<file path="src/rtl/alu_pkg.sv">
// rtl/alu_pkg.sv - shared ALU types and constants for the divider and result mux
package alu_pkg;

    typedef enum logic [1:0] {
        IDLE = 2'd0,
        CALC = 2'd1,
        DONE = 2'd2
    } div_state_t;

    localparam int ALU_WIDTH = 16;
    localparam int DIV_ITERS = 16;

    localparam logic [3:0] CMD_DIV = 4'd4;
    localparam logic [3:0] CMD_MOD = 4'd5;

endpackage

</file>
<file path="src/rtl/div_step.sv">
// rtl/div_step.sv - one combinational restoring-division step
module div_step
    import alu_pkg::*;
#(
    parameter int WIDTH = ALU_WIDTH
) (
    input  logic [WIDTH:0]   rem_in,
    input  logic             dvd_bit,
    input  logic [WIDTH-1:0] divisor,
    output logic [WIDTH:0]   rem_out,
    output logic             q_bit
);

    logic [WIDTH+1:0] shifted;
    logic [WIDTH+1:0] trial;
    logic             borrow;

    // The extra top bit of trial is the borrow of the subtraction.
    assign shifted = {rem_in, dvd_bit};
    assign trial   = shifted - {2'b00, divisor};
    assign borrow  = trial[WIDTH+1];

    assign q_bit   = ~borrow;
    assign rem_out = borrow ? shifted[WIDTH:0] : trial[WIDTH:0];

endmodule

</file>
<file path="src/rtl/seq_divider.sv">
// rtl/seq_divider.sv - 16-cycle restoring divider, signed mode under DIV_SIGNED_EN
module seq_divider
    import alu_pkg::*;
#(
    parameter int WIDTH = ALU_WIDTH
) (
    input  logic             clk,
    input  logic             rst_n,
    input  logic             start,
    input  logic [WIDTH-1:0] inputA,
    input  logic [WIDTH-1:0] inputB,
    output logic             busy,
    output logic             done,
    output logic [WIDTH-1:0] quotient,
    output logic [WIDTH-1:0] remainder,
    output logic             error
);

    div_state_t       state, state_nx;
    logic [WIDTH:0]   rem;
    logic [WIDTH-1:0] dvd;
    logic [WIDTH-1:0] dsr;
    logic [4:0]       cnt;
    logic             divz;

    logic [WIDTH:0]   step_rem;
    logic             step_q;
    logic             last;
    logic [WIDTH-1:0] q_raw;
    logic [WIDTH-1:0] q_final;
    logic [WIDTH-1:0] r_final;
    logic [WIDTH-1:0] op_a;
    logic [WIDTH-1:0] op_b;
    logic             ovf_final;

    div_step #(.WIDTH(WIDTH)) u_step (
        .rem_in  (rem),
        .dvd_bit (dvd[WIDTH-1]),
        .divisor (dsr),
        .rem_out (step_rem),
        .q_bit   (step_q)
    );

    assign last  = (cnt == 5'(DIV_ITERS - 1));
    assign q_raw = {dvd[WIDTH-2:0], step_q};

`ifdef DIV_SIGNED_EN
    logic neg_q, neg_r, ovf;
    logic [WIDTH-1:0] mag_a, mag_b;

    assign mag_a = inputA[WIDTH-1] ? (~inputA + WIDTH'(1)) : inputA;
    assign mag_b = inputB[WIDTH-1] ? (~inputB + WIDTH'(1)) : inputB;
    // A zero divisor keeps the raw dividend so it can be returned as the remainder.
    assign op_a  = (inputB == '0) ? inputA : mag_a;
    assign op_b  = mag_b;

    assign q_final   = neg_q ? ('0 - q_raw) : q_raw;
    assign r_final   = neg_r ? ('0 - step_rem[WIDTH-1:0]) : step_rem[WIDTH-1:0];
    assign ovf_final = ovf;

    always_ff @(posedge clk or negedge rst_n) begin
        if (!rst_n) begin
            neg_q <= 1'b0;
            neg_r <= 1'b0;
            ovf   <= 1'b0;
        end else if (state == IDLE && start) begin
            neg_q <= inputA[WIDTH-1] ^ inputB[WIDTH-1];
            neg_r <= inputA[WIDTH-1];
            ovf   <= (inputA == {1'b1, {(WIDTH-1){1'b0}}}) && (inputB == '1);
        end
    end
`else
    assign op_a      = inputA;
    assign op_b      = inputB;
    assign q_final   = q_raw;
    assign r_final   = step_rem[WIDTH-1:0];
    assign ovf_final = 1'b0;
`endif

    always_ff @(posedge clk or negedge rst_n) begin
        if (!rst_n) state <= IDLE;
        else        state <= state_nx;
    end

    always_comb begin
        state_nx = state;
        case (state)
            IDLE:    if (start) state_nx = CALC;
            CALC:    if (divz || last) state_nx = DONE;
            DONE:    state_nx = IDLE;
            default: state_nx = IDLE;
        endcase
    end

    assign busy = (state != IDLE);
    assign done = (state == DONE);

    always_ff @(posedge clk or negedge rst_n) begin
        if (!rst_n) begin
            rem       <= '0;
            dvd       <= '0;
            dsr       <= '0;
            cnt       <= '0;
            divz      <= 1'b0;
            quotient  <= '0;
            remainder <= '0;
            error     <= 1'b0;
        end else begin
            case (state)
                IDLE: if (start) begin
                    dvd   <= op_a;
                    dsr   <= op_b;
                    rem   <= '0;
                    cnt   <= '0;
                    divz  <= (inputB == '0);
                    error <= 1'b0;
                end
                CALC: if (divz) begin
                    quotient  <= '1;
                    remainder <= dvd;
                    error     <= 1'b1;
                end else begin
                    rem <= step_rem;
                    dvd <= q_raw;
                    cnt <= cnt + 5'd1;
                    if (last) begin
                        quotient  <= q_final;
                        remainder <= r_final;
                        error     <= ovf_final;
                    end
                end
                default: ;
            endcase
        end
    end

endmodule

</file>
<file path="config.mk">
export PLATFORM = sky130hd
export DESIGN_NAME = seq_divider
export DESIGN_NICKNAME = d
export VERILOG_FILES = /design/src/rtl/alu_pkg.sv /design/src/rtl/div_step.sv /design/src/rtl/seq_divider.sv
export SDC_FILE = /design/constraint.sdc
export NUM_CORES = 1
export LEC_CHECK = 0
export CAP_MARGIN = 40
export CORE_MARGIN = 8
export CORE_UTILIZATION = 59
export DETAILED_ROUTE_END_ITERATION = 8
export PLACE_DENSITY = 0.86
export SLEW_MARGIN = 30
export SYNTH_ARGS = -nofsm -noshare
export SYNTH_HDL_FRONTEND = slang
export SYNTH_SLANG_ARGS = --single-unit
</file>
<file path="constraint.sdc">
create_clock -name clk -period 4.5 [get_ports clk]
set_input_delay 0.9 -clock clk [delete_from_list [all_inputs] [get_ports clk]]
set_output_delay 0.9 -clock clk [all_outputs]
set_load 0.1 [all_outputs]
</file>
After elaboration in Yosys (flattened, before gate mapping)
Cells that the tools add are included.
- ROM bits: 0
- latch bits: 0
- register bits after elaboration: 90
- input port bits: 35
- output and inout bits: 35
- word-level logic and storage cells: 51
- memory bits (writable): 0
- memories: 0
- bitwise logic cells: 1
- reductions and logical operators: 11
- shift operators: 0
- add/sub/neg operators: 2
- mux-type cells: 21
- equal/unequal tests: 7
- divide/modulo/power cells: 0
- multiply operators: 0
- $lt $le $gt $ge: 0
- operators with widths (cell ; number):
    two-way mux 16 bit ; 6
    two-way mux 17 bit ; 3
    case mux 17 bit (2 select lines) ; 1
    case mux 16 bit (2 select lines) ; 1
    subtractor 18 x 16 -> 18 bit ; 1
    zero test 16 bit ; 1
    two-way mux 5 bit ; 2
    case mux 5 bit (2 select lines) ; 1
    != test 2 bit, second input constant ; 3
    AND reduction 2 bit ; 3
    AND reduction 3 bit ; 2
    nonzero test 2 bit ; 3
    adder 5 x 1 -> 5 bit, second input constant ; 1
    == test 5 x 4 -> 1 bit, second input constant ; 1
    two-way mux 2 bit ; 2
    case mux 2 bit (2 select lines) ; 1
    two-way mux 1 bit ; 3
    != test 3 bit, second input constant ; 1
    == test 2 x 1 -> 1 bit, second input constant ; 1
    == test 2 bit, second input constant ; 1
    zero test 2 bit ; 1
    case mux 1 bit (2 select lines) ; 1
    logical OR 1 bit ; 1
    NOT 1 bit ; 1

Depth between registers and ports, before layout
Gate-level depths: netlist of run 1.
- word-level depth: 4
- gate-level depth with buffers: 11
- depth with buffers taken out: 11

Modules after synthesis
A second synthesis of run 1 with hierarchy kept.
- cells, all modules: 530
- area total of the unflattened synthesis: 4972.3 µm²
- modules (own cells, without submodules) (module ; instances ; cells an instance ; area an instance (µm²) ; seq. area each (µm²)):
    seq_divider ; 1 ; 382 ; 3821.2 ; 2252.2
    div_step ; 1 ; 148 ; 1151.1 ; 0.0

Worst setup path before layout of run 1
Ideal clock, no wire load.
- path type: flip-flop to flip-flop
- start point: register rem[13]
- end point: register rem[16]
- data arrival time: 2.638 ns
- clock period less this slack: 2.718 ns
- stages on the path, launching flop included: 9
- path buffers: 0
- setup slack: 1.782 ns
- library setup time: 0.080 ns
- required time: 4.420 ns
- path through: dfrtp_1 > ha_1 > a21o_1 > a211o_1 > and2_0 > a311o_1 > or3_4 > or4_1 > o211ai_2
- longest elaborated chain between the ends: 4
- ends and longest elaborated chain (what ; line ; RTL):
    start: declaration ; seq_divider.sv:20 ; logic [WIDTH:0] rem;
    start signal: assignment ; seq_divider.sv:123 ; rem <= step_rem;
    subtractor 18 x 16 -> 18 bit ; div_step.sv:20 ; assign trial = shifted - {2'b00, divisor};
    two-way mux 17 bit ; div_step.sv:24 ; assign rem_out = borrow ? shifted[WIDTH:0] : trial[WIDTH:0];
    two-way mux 17 bit ; seq_divider.sv:118 ; CALC: if (divz) begin
    case mux 17 bit (2 select lines) ; seq_divider.sv:109 ; case (state)
Every way passes these cells. The select of a mux whose other input is x is not followed.
A chain may end at the register's enable or synchronous reset.

Final worst setup path of run 1
- start point: register rem[7]
- end point: register rem[7]
Same word-level chain as after synthesis.

==> results of run 1 <==
==> worst paths after layout <==
kind | start | to | slack (ns)
min in group clk | quotient[12]$_DFFE_PN0P_ | quotient[12]$_DFFE_PN0P_ | 0.48
max reg2reg | rem[7]$_DFFE_PN0P_ | rem[7]$_DFFE_PN0P_ | 1.38
max in group asynchronous | rst_n | dvd[12]$_DFFE_PN0P_ | 3.16
min | rst_n | remainder[2]$_DFFE_PN0P_ | 0.43
min reg2reg | quotient[12]$_DFFE_PN0P_ | quotient[12]$_DFFE_PN0P_ | 0.48
max | rem[7]$_DFFE_PN0P_ | rem[7]$_DFFE_PN0P_ | 1.38
==> synthesized netlist by cell type, types with 3 or more instances <==
master    count
nand2b_1      3
nor3_1        4
mux2i_1      26
o21ai_1       4
inv_1        25
ha_1         18
nand3_1       5
nor4_1        4
clkbuf_1     28
nor2b_1       4
xor2_1        7
nand4_1       4
a21o_1        6
and3_1        4
nor2_1       19
xnor2_1       7
dfrtp_1      90
o21ai_0      86
nand2_1      93
nand3b_1     15
a21oi_1      44
==> stage by stage <==
step / std cells / utilization / hold WS, ns / cell area (um2) / worst slack [ns]
finish: 746 / 0.797 / 0.430 / 6450 / 1.38
global route: 746 / 0.797 / 0.460 / 6450 / 1.25
CTS: 743 / 0.793 / 0.432 / 6420 / 1.24
detailed placement: 727 / 0.768 / 0.455 / 6220 / 1.27
global placement: 691 / 0.694 / 0.449 / 5620 / 1.42
floorplan: 539 / - / 0.450 / 4850 / 1.78
==> registers in the layout, summed over array words and instances (netlist names) <==
register   flops
dvd           16
remainder     16
rem           17
divz           1
state          2
quotient      16
cnt            5
error          1
dsr           16
==> critical path, delay by kind of cell, from the launching register on <==
kind / cells / cell delay [ns]
buffers and inverters: 1 / 0.24
flip-flops: 1 / 0.42
adder cells (fa/ha/maj): 1 / 0.38
multiplexers: 1 / 0.32
AO/OA/AOI/OAI: 4 / 0.91
AND/OR/NAND/NOR: 2 / 0.72
==> layout make-up <==
| cell class | instances | share of cell area |
|---|---|---|
| repair buffers | 115 | 0.213 |
| flip-flops and latches | 90 | 0.349 |
| well taps | 105 | 0.0204 |
| inverters | 25 | 0.0145 |
| clock buffers | 10 | 0.0198 |
| clock inverters | 6 | 0.0112 |
| multi-input cells | 395 | 0.372 |
==> layout by cell type (no fill, tap or decap), types with 3 or more instances in the layout <==
cell type         n
a21o_1            6
a21oi_1          44
and3_1            4
buf_16            4
buf_4             8
buf_8            32
clkbuf_8          9
clkdlybuf4s50_1  68
dfrtp_1          90
ha_1             18
inv_1            25
inv_6             3
mux2i_1          26
nand2_1          93
nand2b_1          3
nand3_1           5
nand3b_1         15
nand4_1           4
nor2_1           18
nor2b_1           3
nor3_1            4
nor4_1            4
o21ai_0          86
o21ai_1           3
xnor2_1           7
xor2_1            7
==> routing by layer <==
metal	global-route usage	wire, um	vias up
li1	-	-	2086
met1	0.279	5480	2209
met2	0.457	7740	218
met3	0.0390	808	57
met4	0.162	641	0
met5	0	0	-
==> cell families after synthesis <==
| logic type | Yosys count |
|---|---|
| AOI/OAI and AO/OA | 168 |
| xor gates and xnor gates | 14 |
| adders and majority gates | 19 |
| buffers and inverters | 54 |
| DFF | 90 |
| muxes | 27 |
| and+or+nand+nor | 167 |
==> impl_metrics.tcl, run 1 <==
set metrics [dict create \
    status "complete, no violations" \
    setup_tns_ns 0 \
    grtUsageTotal 0.256 \
    synth.area.mux_share 0.0560 \
    worst_pin_slew_ns 0.859 \
    syn-cell-area_um2 4850 \
    ctsHtreeMaxLevel 3 \
    drive_above_1_share 0.117 \
    final_antenna_net_count 0 \
    post-route-min-period_ns 3.12 \
    hold_viol 0 \
    antenna_found_initial 0 \
    port_buffers 69 \
    cts_max_path_buffers 2 \
    cts_hold_buf 0 \
    vias 4570 \
    numCtsBuffers 9 \
    fillers 495 \
    max_freq_mhz 321 \
    multi_input_area_um2 2400 \
    setup_viol 0 \
    antenna_cells 0 \
    num_rows 33 \
    syn-num-nets 593 \
    synth-simple-area-share 0.165 \
    cts_tree "built" \
    final.period_utilization 0.692 \
    yosysTopAreaCell "dfrtp_1" \
    routed_via_density 6.13 \
    nets 690 \
    dp.final_hpwl_um 10700 \
    cap_violations 0 \
    hold_path.class "in2async" \
    seq_area_um2 2250 \
    async_flop_share 1.00 \
    detail_route.wl_per_cell_um 19.7 \
    start_util 0.599 \
    drt-total-wl_um 14700 \
    pin_count 70 \
    synth_fa_ha_area_frac 0.0506 \
    critical_path.max_fanout 9 \
    yosysUniqueCellTypes 53 \
    maxSlewViolCount 0 \
    dieWidth_um 107 \
    grt_pass1_wl_um 23100 \
    required_ns 4.74 \
    path_class "reg2reg" \
    cp_slowest_cell "nor3_4" \
    clock_sinks 90 \
    cts_setup_buffers 0 \
    yosysSeqAreaShare 0.465 \
    yosysWarningCount 0 \
    reg2reg_depth 9 \
    synthCells 539 \
    endpoint_kind "flop" \
    core_um2 8090 \
    synth-compound-area-share 0.196 \
    yosys.area_share.xor_xnor 0.0253 \
    clk_pin_slew_worst_paths_ns 0.10 \
    cts.repair.resized 0 \
    first_pass_iters 5 \
    cp_cell_sequence "ha_1, a21oi_1, o21ai_1, a211o_1, and3_1, nor3_4, buf_6, mux2i_1, o21ai_0" \
    synth.avg_cell_area_um2 8.99 \
    ys_ff_latch 90 \
    synth_top_area_share 0.465 \
    critical-path-max-stage-delay_ns 0.46 \
    die_h_um 107 \
    synth_top_flop_cell "dfrtp_1" \
    grt_pass1_vias 4832 \
    gp_congestion 0.893 \
    areaGrowthSynthToFinish_pct 33.1 \
    synth_edf_count 0 \
    grt_max_degree 45 \
    clock_latency_ns 0.37 \
    rsz0062_at_grt "no" \
    cts_root_buf "clkbuf_8" \
    die_area_um2 11400 \
    overflow 0 \
    synth_top_family_by_area "compound AO/OA/AOI/OAI gates" \
    finClkSkew_ns 0.0126 \
    cp.arrival_ns 3.35 \
    drc 0 \
    start_kind "flop" \
    synth_area_leaders "dfrtp_1 (46%), o21ai_0 (8.9%), nand2_1 (7.2%)" \
    max_slew_margin 0.427 \
    drt-initial-drc-count 340 \
]
Power of run 1 is not shown: default switching activity piles up to over one toggle a cycle in this logic, so the estimate is an artifact.
==> run 2: changes to the inputs <==
- CORE_UTILIZATION: 59 -> 50
- PLACE_DENSITY: 0.86 -> 0.77
- clock period: 4.5 -> 2.75 ns (I/O delays scaled with it)
==> impl_metrics.tcl, run 2 (same netlist as run 1, synthesis figures left out) <==
set metrics [dict create \
    first_pass_iters 5 \
    dieWidth_um 114 \
    use_met3 0.0374 \
    drt-total-wl_um 13200 \
    grt_max_degree 58 \
    num_rows 36 \
    port_buffers 69 \
    cp.arrival_ns 3.01 \
    endpoint_kind "flop" \
    vias 4372 \
    hold_viol 0 \
    seq_area_um2 2250 \
    numCtsBuffers 9 \
    grtUsageTotal 0.205 \
    required_ns 3.05 \
    largest_reg_flops 17 \
    max_freq_mhz 369 \
    clk_pin_slew_worst_paths_ns 0.09 \
    clock_sinks 90 \
    met2_usage 0.349 \
    clock_latency_ns 0.37 \
    die_h_um 114 \
    setup_tns_ns 0 \
    overflow 0 \
    antenna_cells 0 \
    cp-startpoint "rem[3]$_DFFE_PN0P_" \
    critical_path.max_fanout 4 \
    final.period_utilization 0.984 \
    drt-initial-drc-count 286 \
    r2r-start "rem[3]$_DFFE_PN0P_" \
    setup_viol 0 \
    grt_pass1_vias 4232 \
    cts_hold_buf 0 \
    die_area_um2 13100 \
    ctsHtreeMaxLevel 3 \
    cp_slowest_cell "or4_4" \
    fillers 800 \
    worst_pin_slew_ns 0.560 \
    start_util 0.505 \
    max_slew_margin 0.626 \
    routed_via_density 5.68 \
    pin_count 70 \
    regMostFlops "rem" \
    start_kind "flop" \
    cap_violations 0 \
    detail_route.wl_per_cell_um 17.2 \
    cts_root_buf "clkbuf_8" \
    areaGrowthSynthToFinish_pct 28.9 \
    drc 0 \
    cp_cell_sequence "ha_4, a21o_1, o2111a_2, a311o_1, or3_4, or4_4, o211ai_2" \
    cts_tree "built" \
    multi_input_area_um2 2560 \
    antenna_found_initial 0 \
    core_um2 9590 \
    grt_use_met1 0.259 \
    gp_congestion 0.898 \
    dp.final_hpwl_um 9270 \
    final_common_cell "nand2_1" \
    mostFrequentLayoutCells "nand2_1 (92), dfrtp_1 (88), o21ai_0 (84)" \
    rsz0062_at_grt "yes" \
    finClkSkew_ns 0.0144 \
    status "complete, no violations" \
    post-route-min-period_ns 2.71 \
    critical-path-max-stage-delay_ns 0.48 \
    grt_pass1_wl_um 21400 \
    hold_ws_ns 0.119 \
    path_class "reg2reg" \
    top_usage_layer "met2" \
    drive_above_1_share 0.217 \
    maxSlewViolCount 0 \
    nets 686 \
    hold_path.class "in2async" \
    cts_max_path_buffers 2 \
    final_antenna_net_count 0 \
]
[run 2: layer usage]
| metal | up-vias | share of wire |
|---|---|---|
| met1 | 2161 | 0.43 |
| met5 | - | 0 |
| met2 | 114 | 0.51 |
| li1 | 2079 | - |
| met4 | 0 | 0.018 |
| met3 | 18 | 0.048 |
[run 2: metrics by stage]
step,cell area (um2),instances,util,worst slack [ns]
after floorplan,4850,539,-,0.0316
after global placement,5770,741,0.601,0.0603
after detailed placement,5800,742,0.604,-0.00338
after CTS,6010,758,0.626,-0.00131
after global routing,6250,770,0.651,-0.0521
final,6250,770,0.651,0.0432
[run 2: repair_timing]
action                     in CTS  in global routing
resized for setup               2                 36
setup endpoints to repair       3                 34
buffers inserted                0                 12
pin swaps                       1                 14
[run 2: worst paths after layout]
check	cells past startpoint	endpoint	slack [ns]
worst max-delay path	7	rem[16]$_DFFE_PN0P_	0.04
worst min-delay path	1	dsr[4]$_DFFE_PN0P_	0.12
worst max register to register	7	rem[16]$_DFFE_PN0P_	0.04
worst min register to register	2	quotient[13]$_DFFE_PN0P_	0.48
max in group asynchronous	2	rem[12]$_DFFE_PN0P_	1.97
min in group clk	2	quotient[13]$_DFFE_PN0P_	0.48
[run 2: layout make-up]
cell class	count	share of cell area
clock inverters	6	0.0120
multi-input cells	395	0.409
repair buffers	111	0.156
inverters	25	0.0150
clock buffers	10	0.0204
flip-flops and latches	90	0.361
well taps	133	0.0266
[run 2: worst max-delay path: cells and delay by family (launching register included)]
kind            cells  cell delay [ns]
compound gates      4             1.01
fa+ha+maj           1             0.28
flops               1             0.43
simple gates        2             0.92
Power of run 2 is left out for the same reason.
==> run 3: changes to the inputs <==
- CTS_CLUSTER_DIAMETER: default -> 120
- SYNTH_HIERARCHICAL: default -> 1
==> impl_metrics.tcl, run 3 <==
set metrics [dict create \
    die_area_um2 13400 \
    start_util 0.511 \
    met2_usage 0.353 \
    multi_input_area_um2 2560 \
    top_usage_layer "met2" \
    ys_ff_latch 90 \
    grt_pass1_wl_um 22600 \
    r2r_setup_slack_ns -0.02 \
    syn-num-nets 584 \
    grt_pass1_vias 4486 \
    cts_tree "built" \
    hold_path.class "in2async" \
    status "finished with violations" \
    finClkSkew_ns 0.0187 \
    largest_reg_flops 17 \
    dieWidth_um 116 \
    cp_cell_sequence "inv_2, ha_4, buf_6, a21oi_4, o211ai_1, a311o_1, nor3_4, xnor2_4, buf_6, mux2_4, mux2i_1, o21ai_1" \
    synth.area.mux_share 0.0725 \
    cp_slowest_cell "dfrtp_1" \
    nets 700 \
    pin_count 70 \
    yosysSeqAreaShare 0.453 \
    drc 0 \
    core_um2 9730 \
    clk_pin_slew_worst_paths_ns 0.09 \
    grtUsageTotal 0.214 \
    path_class "reg2reg" \
    reg2reg_depth 12 \
    antenna_cells 0 \
    vias 4478 \
    detail_route.wl_per_cell_um 17.8 \
    antenna_found_initial 0 \
    cap_violations 0 \
    hold_viol 0 \
    synth_area_leaders "dfrtp_1 (45%), nand2_1 (7.1%), o21ai_0 (6.9%)" \
    synth.avg_cell_area_um2 9.38 \
    setup_viol 3 \
    yosysWarningCount 6 \
    cts_root_buf "clkbuf_8" \
    overflow 0 \
    ctsHtreeMaxLevel 3 \
    synth_top_flop_cell "dfrtp_1" \
    dp.final_hpwl_um 9720 \
    cts_hold_buf 0 \
    yosys.area_share.xor_xnor 0.0320 \
    final_antenna_net_count 0 \
    fillers 801 \
    drt-initial-drc-count 388 \
    use_met3 0.0250 \
    worst_slack_ns -0.0227 \
    yosysUniqueCellTypes 56 \
    routed_via_density 5.71 \
    max_slew_margin 0.482 \
    clock_latency_ns 0.38 \
    regMostFlops "rem" \
    pre_cts_ws_ns -0.351 \
    yosysTopAreaCell "dfrtp_1" \
    grt_use_met1 0.278 \
    synth-simple-area-share 0.157 \
    max_freq_mhz 361 \
    required_ns 2.98 \
    critical_path.max_fanout 7 \
    synth_top_area_share 0.453 \
    synth_edf_count 0 \
    r2r_end "remainder[7]$_DFFE_PN0P_" \
    drt-total-wl_um 13900 \
    drive_above_1_share 0.253 \
    maxSlewViolCount 0 \
    r2r-start "dsr[14]$_DFFE_PN0P_" \
    endpoint_kind "flop" \
    synth_fa_ha_area_frac 0.0493 \
    hold_ws_ns 0.142 \
    gp_congestion 0.925 \
    cp.arrival_ns 3.00 \
    grt_max_degree 39 \
    seq_area_um2 2250 \
    critical-path-max-stage-delay_ns 0.40 \
    final_core_util 0.665 \
    die_h_um 116 \
    first_pass_iters 5 \
    clock_sinks 90 \
    syn-cell-area_um2 4970 \
    areaGrowthSynthToFinish_pct 30.1 \
    yosysMostFrequentCell "nand2_1" \
    worst_pin_slew_ns 0.776 \
    rsz0062_at_grt "yes" \
    num_rows 36 \
    synthTopCellsByCount "nand2_1 (94), dfrtp_1 (90), o21ai_0 (69), nor2_1 (24), a21oi_1 (21)" \
    port_buffers 69 \
    async_flop_share 1.00 \
    synthCells 530 \
    cts_max_path_buffers 2 \
    final.period_utilization 1.01 \
    numCtsBuffers 9 \
    final_common_cell "buf_4" \
    start_kind "flop" \
    cp_common_cell "buf_6" \
    mostFrequentLayoutCells "buf_4 (98), nand2_1 (94), dfrtp_1 (90)" \
    synth_top_family_by_area "compound AO/OA/AOI/OAI gates" \
    post-route-min-period_ns 2.77 \
    synth-compound-area-share 0.182 \
    violations "negative setup slack" \
]
## run 3: changes by cell type after synthesis, moves of 7 or more
cell | before | now
a21oi_1 | 44 | 21
a22o_1 | 1 | 19
o21ai_0 | 86 | 69
a31oi_1 | 2 | 17
nand3b_1 | 15 | 2
buf_2 | 0 | 11
nor3_1 | 4 | 15
clkbuf_1 | 28 | 18
mux2i_1 | 26 | 18
mux2_2 | 1 | 8
## run 3: cell families after synthesis
kind of cell    count (synthesis)
xor+xnor                       16
simple gates                  169
mux                            32
flops                          90
fa+ha+maj                      19
compound gates                148
buf+inv                        56
## run 3: critical path, delay by kind of cell (launching register included)
family / cells / cell delay [ns]
AOI/OAI and AO/OA: 4 / 0.75
xor gates and xnor gates: 1 / 0.17
adders and majority gates: 1 / 0.20
buffers and inverters: 3 / 0.39
DFF: 1 / 0.40
muxes: 2 / 0.45
and+or+nand+nor: 1 / 0.28
## run 3: cell type report
type	count	share of cell area
repair buffers	141	0.184
inverters	20	0.0116
flip-flops and latches	90	0.348
well taps	133	0.0257
clock buffers	10	0.0197
multi-input cells	384	0.396
clock inverters	6	0.0149
## run 3: through the flow
step                      TNS (ns)  cells  instance area, um2
after global placement       -8.58    751                5970
final                      -0.0424    784                6470
after global routing         -1.95    784                6470
after detailed placement     -8.26    751                5970
after floorplan                  0    530                4970
after CTS                        0    777                6320
## run 3: worst max-delay path by stage
stage | from | endpoint | slack [ns] | cells past startpoint
final | dsr[14]$_DFFE_PN0P_ | remainder[7]$_DFFE_PN0P_ | -0.02 | 12
after global placement | rem[13]$_DFFE_PN0P_ | remainder[9]$_DFFE_PN0P_ | -0.29 | 10
after CTS | rem[13]$_DFFE_PN0P_ | remainder[9]$_DFFE_PN0P_ | 0.01 | 11
after global routing | dsr[14]$_DFFE_PN0P_ | remainder[7]$_DFFE_PN0P_ | -0.12 | 12
after detailed placement | rem[9]$_DFFE_PN0P_ | remainder[5]$_DFFE_PN0P_ | -0.35 | 9
after floorplan | rem[7]$_DFFE_PN0P_ | rem[15]$_DFFE_PN0P_ | 0.04 | 9
## run 3: layer usage
layer  share of wire  vias to the layer above
li1                -                     2102
met1            0.43                     2234
met2            0.51                      119
met3           0.039                       23
met4           0.022                        0
met5               0                        -
## run 3: timing repair
action / CTS / global route
resized for setup: 13 / 34
gates cloned: 0 / 0
setup endpoints to repair: 34 / 31
pin swaps: 9 / 10
buffers inserted: 10 / 6
Power of run 3 is left out for the same reason.
